==> src/rtl/rr_stream_mux_if.sv <==
// Stream bundle for rr_stream_mux: NUM_CH packed producer channels in, one tagged beat stream out.
// Handshake: a beat moves on a channel exactly in the cycle where valid and ready are both high;
// valid never waits on ready, and once offered a beat stays put until it is taken.
interface rr_stream_mux_if #(
  parameter int WIDTH  = 8,
  parameter int NUM_CH = 4
);
  localparam int CH_W = (NUM_CH > 1) ? $clog2(NUM_CH) : 1;

  logic [NUM_CH*WIDTH-1:0] in_data;
  logic [NUM_CH-1:0]       in_valid;
  logic [NUM_CH-1:0]       in_last;
  logic [NUM_CH-1:0]       in_ready;
  logic [WIDTH-1:0]        out_data;
  logic [CH_W-1:0]         out_ch;
  logic                    out_last;
  logic                    out_valid;
  logic                    out_ready;

  modport slave (
    input  in_data, in_valid, in_last, out_ready,
    output in_ready, out_data, out_ch, out_last, out_valid
  );

  modport master (
    output in_data, in_valid, in_last, out_ready,
    input  in_ready, out_data, out_ch, out_last, out_valid
  );
endinterface

==> src/rtl/rr_stream_mux.sv <==
// N-channel registered stream mux with round-robin arbitration and a source-channel tag.
// Define RR_STREAM_MUX_PKT_LOCK_EN to hold the grant on one channel until its in_last beat.
module rr_stream_mux #(
  parameter  int WIDTH  = 8,
  parameter  int NUM_CH = 4,
  localparam int CH_W   = (NUM_CH > 1) ? $clog2(NUM_CH) : 1
) (
  input  logic            clk,
  input  logic            reset_n,
  rr_stream_mux_if.slave  bus,
  output logic [CH_W-1:0] dbg_ptr
);

  logic [CH_W-1:0]   rr_ptr;
  logic [CH_W-1:0]   grant_idx;
  logic [CH_W-1:0]   next_ptr;
  logic [NUM_CH-1:0] grant;
  logic              found;
  logic              load_en;
  logic              take;
  int                idx;

`ifdef RR_STREAM_MUX_PKT_LOCK_EN
  logic              lock_active;
  logic [CH_W-1:0]   lock_ch;
`endif

  // The output register can take a beat when it is empty or its beat leaves this cycle.
  assign load_en = !bus.out_valid | bus.out_ready;

  always_comb begin
    grant     = '0;
    grant_idx = '0;
    found     = 1'b0;
    idx       = 0;
`ifdef RR_STREAM_MUX_PKT_LOCK_EN
    if (lock_active) begin
      // Mid-packet: only the locked channel may move, even while it idles.
      grant_idx       = lock_ch;
      grant[lock_ch]  = bus.in_valid[lock_ch];
    end else
`endif
    begin
      for (int k = 0; k < NUM_CH; k++) begin
        idx = int'(rr_ptr) + k;
        if (idx >= NUM_CH) idx = idx - NUM_CH;
        if (!found && bus.in_valid[idx]) begin
          found     = 1'b1;
          grant[idx] = 1'b1;
          grant_idx = CH_W'(idx);
        end
      end
    end
  end

  assign take         = load_en & (|grant);
  assign bus.in_ready = grant & {NUM_CH{load_en & reset_n}};
  assign next_ptr     = (grant_idx == CH_W'(NUM_CH - 1)) ? '0 : grant_idx + CH_W'(1);
  assign dbg_ptr      = rr_ptr;

  always_ff @(posedge clk or negedge reset_n) begin
    if (!reset_n) begin
      bus.out_valid <= 1'b0;
      bus.out_data  <= '0;
      bus.out_ch    <= '0;
      bus.out_last  <= 1'b0;
      rr_ptr        <= '0;
`ifdef RR_STREAM_MUX_PKT_LOCK_EN
      lock_active   <= 1'b0;
      lock_ch       <= '0;
`endif
    end else if (load_en) begin
      bus.out_valid <= take;
      if (take) begin
        bus.out_data <= bus.in_data[grant_idx*WIDTH +: WIDTH];
        bus.out_ch   <= grant_idx;
        bus.out_last <= bus.in_last[grant_idx];
`ifdef RR_STREAM_MUX_PKT_LOCK_EN
        lock_active  <= !bus.in_last[grant_idx];
        lock_ch      <= grant_idx;
        if (bus.in_last[grant_idx]) rr_ptr <= next_ptr;
`else
        rr_ptr       <= next_ptr;
`endif
      end
    end
  end

endmodule

==> src/flat_wrapper.sv <==
// flat-port wrapper written by rule: the top's interface ports become plain ports
module rr_stream_mux_flat 
#(
  parameter  int WIDTH  = 8,
  parameter  int NUM_CH = 4,
  localparam int CH_W   = (NUM_CH > 1) ? $clog2(NUM_CH) : 1
)
  (clk, reset_n, dbg_ptr, bus_in_data, bus_in_valid, bus_in_last, bus_out_ready, bus_in_ready, bus_out_data, bus_out_ch, bus_out_last, bus_out_valid);
  rr_stream_mux_if #(.WIDTH(WIDTH), .NUM_CH(NUM_CH)) bus_i ();
  input  logic clk;
  input  logic reset_n;
  output logic [CH_W-1:0] dbg_ptr;
  input wire logic [$bits(bus_i.in_data)-1:0] bus_in_data;
  input wire logic [$bits(bus_i.in_valid)-1:0] bus_in_valid;
  input wire logic [$bits(bus_i.in_last)-1:0] bus_in_last;
  input wire logic [$bits(bus_i.out_ready)-1:0] bus_out_ready;
  output wire logic [$bits(bus_i.in_ready)-1:0] bus_in_ready;
  output wire logic [$bits(bus_i.out_data)-1:0] bus_out_data;
  output wire logic [$bits(bus_i.out_ch)-1:0] bus_out_ch;
  output wire logic [$bits(bus_i.out_last)-1:0] bus_out_last;
  output wire logic [$bits(bus_i.out_valid)-1:0] bus_out_valid;
  assign bus_i.in_data = bus_in_data;
  assign bus_i.in_valid = bus_in_valid;
  assign bus_i.in_last = bus_in_last;
  assign bus_i.out_ready = bus_out_ready;
  assign bus_in_ready = bus_i.in_ready;
  assign bus_out_data = bus_i.out_data;
  assign bus_out_ch = bus_i.out_ch;
  assign bus_out_last = bus_i.out_last;
  assign bus_out_valid = bus_i.out_valid;
  rr_stream_mux #(.WIDTH(WIDTH), .NUM_CH(NUM_CH)) u_core (.clk(clk), .reset_n(reset_n), .bus(bus_i), .dbg_ptr(dbg_ptr));
endmodule
==> config.mk <==
export PLATFORM = sky130hd
export DESIGN_NAME = rr_stream_mux_flat
export DESIGN_NICKNAME = d
export VERILOG_FILES = /design/src/rtl/rr_stream_mux_if.sv /design/src/rtl/rr_stream_mux.sv /design/src/flat_wrapper.sv
export SDC_FILE = /design/constraint.sdc
export NUM_CORES = 1
export LEC_CHECK = 0
export BUFFER_PORTS_ARGS = -buffer_cell sky130_fd_sc_hd__buf_2
export CORE_AREA = 2 2 89 91
export DETAILED_ROUTE_END_ITERATION = 12
export DIE_AREA = 0 0 91 93
export PLACE_DENSITY = 0.49
export SLEW_MARGIN = 20
export SYNTH_ARGS = -nofsm -noshare
export SYNTH_HDL_FRONTEND = slang
export SYNTH_SLANG_ARGS = --single-unit
==> constraint.sdc <==
create_clock -name clk -period 7.5 [get_ports clk]
set_input_delay 1.125 -clock clk [delete_from_list [all_inputs] [get_ports clk]]
set_output_delay 1.125 -clock clk [all_outputs]
set_load 0.05 [all_outputs]
==> reports/results.tsv <==
stage	metric	value	unit
synth	Post-synth ARST share	1.00	
drt	Pre-antenna DRT Iters	4	
synth	most frequent cell after synthesis	o21ai_0	
placement	RD Place Congestion	0.781	
cts	TritonCTS Sinks	14	
power_and_ir_drop	VDD IR max	0.189	mV
synth	proportion of synthesized area in mux cells	0.173	
cts	CTS Root Cell	clkbuf_8	
sta	Fmax	196	MHz
flow_run	max-cap violations	0	
setup_path	Crit path buffers/inverters	2	
run_status	outcome	finished clean	
global_route	first-pass GRT wire length	9.26	mm
global_route	number of global-route vias before repair	1758	
sta	Worst Skew	0.00116	ns
placement	Placed Area	0.00215	mm^2
floorplanning	Starting Density	0.241	
setup_path	Startpoint Class	flip-flop	
synth	Synth Flop Type	dfrtp_1	
sta	unrepaired setup endpoints after global routing	false	
global_route	grt total ovfl	0	
drt	DRC	0	
placement	PortBufs	60	
drt	post-route ant nets	0	
global_route	largest net degree at the start of global routing	27	
cts	Clk pin slew, worst setup/hold paths	0.06	ns
setup_path	worst path arrival time	3.96	ns
sta	Setup-failing EPs final	0	
synth	Seq/Total Area, Yosys	0.193	
sta	Setup TNS	0	ns
floorplanning	Die H	93	um
sta	min cycle time layout	5.09	ns
cts	H-Tree Level Count	1	
synth	Synth Register Bits	14	
sta	Worst Max-Slew Pin Slew	0.863	ns
drt	via/cell ratio	5.02	
drt	wire per inst	15.9	um
global_route	antenna violations before repair	0	
drt	Initial DRC Count	130	
placement	post-DP HPWL	4.14	mm
synth	largest family of logic cells by synthesized area	compound AO/OA/AOI/OAI gates	
synth	Adder-Cell Fraction of Synth Area	0.0483	
floorplanning	Core Footprint	0.00753	mm^2
layout	Final Instance Count excl. Fillers	356	
floorplanning	row count	32	
setup_path	CP max stage cell	dfrtp_1	
synth	Yosys top cell area share	0.193	
cts	# Post-CTS Setup Buffers	0	
synth	Ys Warns	0	
sta	fin. max-slew vios	0	
floorplanning	die area	0.00846	mm^2
drt	WL met3	189	um
layout	diode count	0	
layout	Syn-to-layout area delta	21.4	%
global_route	all-layer global routing usage	0.131	
synth	Distinct cells, synth	44	
sta	minimum hold slack	0.509	ns
cts	CTS tree	yes	
drt	wl on met1	3.00	mm
synth	Synth Area in Simple Gates	0.155	
sta	crit share post-route	0.679	
setup_path	critical path's top delay family	buffers and inverters	
floorplanning	die width	91	um
drt	via count	1788	
synth	Syn Nets	260	
power_and_ir_drop	P_leak	0.988	nW
layout	# nets final	305	
synth	synth top area cells	dfrtp_1 19%, mux2_4 9.9%, a221oi_1 8.7%	
synth	Avg Cell Area, Syn	8.63	um^2
setup_path	crit path capture type	output port	
layout	layout cell share with drive strength beyond 1	0.350	
synth	compound-gate portion of the synthesized area	0.362	
synth	Synth Cell Area	0.00181	mm^2
power_and_ir_drop	Power Density	559	mW/mm^2
sta	slew margin rel.	0.425	
min_path	worst min-delay path class	reg2reg	
floorplanning	Ports	61	
cts	TritonCTS buffer count	3	
setup_path	WP data required	6.38	ns
cts	CTS max path bufs	2	
cts	Hold Buf Count CTS	0	
synth	Post-Synth XOR/XNOR Area	0	
setup_path	Setup Crit Path Kind	reg2out	
synth	Syn Inst Count	210	
cts	Clk Latency, worst-skew pair	0.24	ns
drt	met2 WL	2.47	mm
cts	post-cts resize count	0	
placement	Placed Instances	352	
layout	post-route design area	0.00220	mm^2
setup_path	Max FO, Critical Path	22	
synth	number of synthesized flops with an enable pin	0	
power_and_ir_drop	power after layout	1.23	mW
synth	largest area contributor in the netlist	dfrtp_1	
sta	Hold Fails Final Rpt	0	
setup_path	CP Cell Sequence	inv_1, ha_1, mux4_2, nor2b_4, a221o_1, o21ai_0, a21oi_1, buf_2	
setup_path	Crit path largest cell delay	0.84	ns
drt	Top Metal Used	met4	
drt	Post-Route WL	5.68	mm
synth	Post-synth top cells	22 x o21ai_0, 19 x a21o_1, 18 x a221oi_1, 18 x nand3_1, 14 x dfrtp_1	
## path summary, 6_finish.rpt
path | depth (start not counted) | slack, ns | end | startpoint
setup / recovery | 8 | 2.41 | bus_in_ready[2] | u_core.dbg_ptr[0]$_DFFE_PN0P_
hold / removal | 1 | 0.51 | u_core.bus.out_last$_DFFE_PN0P_ | u_core.bus.out_last$_DFFE_PN0P_
setup reg to reg | 8 | 2.72 | u_core.bus.out_data[1]$_DFFE_PN0P_ | u_core.dbg_ptr[0]$_DFFE_PN0P_
hold reg to reg | 1 | 0.51 | u_core.bus.out_last$_DFFE_PN0P_ | u_core.bus.out_last$_DFFE_PN0P_
max in group asynchronous | 1 | 6.48 | u_core.bus.out_valid$_DFFE_PN0N_ | reset_n
min in group asynchronous | 1 | 0.77 | u_core.bus.out_data[3]$_DFFE_PN0P_ | reset_n
## kinds of logic after synthesis
family	count (synthesis)
mux	21
fa+ha+maj	7
flops	14
buf+inv	27
simple gates	53
compound gates	88
## per-layer routing
metal,vias up,global-route usage
li1,908,-
met1,826,0.208
met2,52,0.196
met3,2,0.00886
met4,0,0.0215
met5,-,0
## metrics by stage
step,utilization,worst slack [ns]
finish,0.292,2.41
global route,0.292,2.04
floorplan,-,2.53
detailed placement,0.285,2.64
global placement,0.285,2.70
CTS,0.292,2.37
## power by group
part	total (mW)	switching [mW]	internal, mW
Sequential	0.166	0.0486	0.117
Combinational	0.992	0.595	0.397
Clock	0.0722	0.0258	0.0464
Total	1.23	0.670	0.561
## sequential cells by signal, summed over array words and instances (netlist names)
register	flops
u_core.dbg_ptr	2
u_core.bus.out_valid	1
u_core.bus.out_ch	2
u_core.bus.out_data	8
u_core.bus.out_last	1
## placed cells by master, fill, tap and decap left out, drive strengths merged, types with 9 or more instances in the layout
cell	netlist	final
a221oi	18	18
a22oi	10	10
mux2	16	16
nor2	9	9
dfrtp	14	14
nand2	9	9
o21ai	23	23
buf	9	61
a21o	19	19
nand3	18	18
## worst reg2reg max path, delay by kind of cell (launching register included)
kind,cells,cell delay (ns)
DFF,1,0.84
AOI/OAI and AO/OA,3,1.36
muxes,2,0.84
and+or+nand+nor,1,0.57
adders and majority gates,1,0.54
buffers and inverters,1,0.56
## cell type report
cell class              count  area, um^2
fillers                   830        5330
flip-flops and latches     14         350
inverters                   6        22.5
multi-input cells         169        1340
well taps                 102         128
repair buffers             61         308
clock buffers               4        55.1
(Power assumes the default switching activity.)
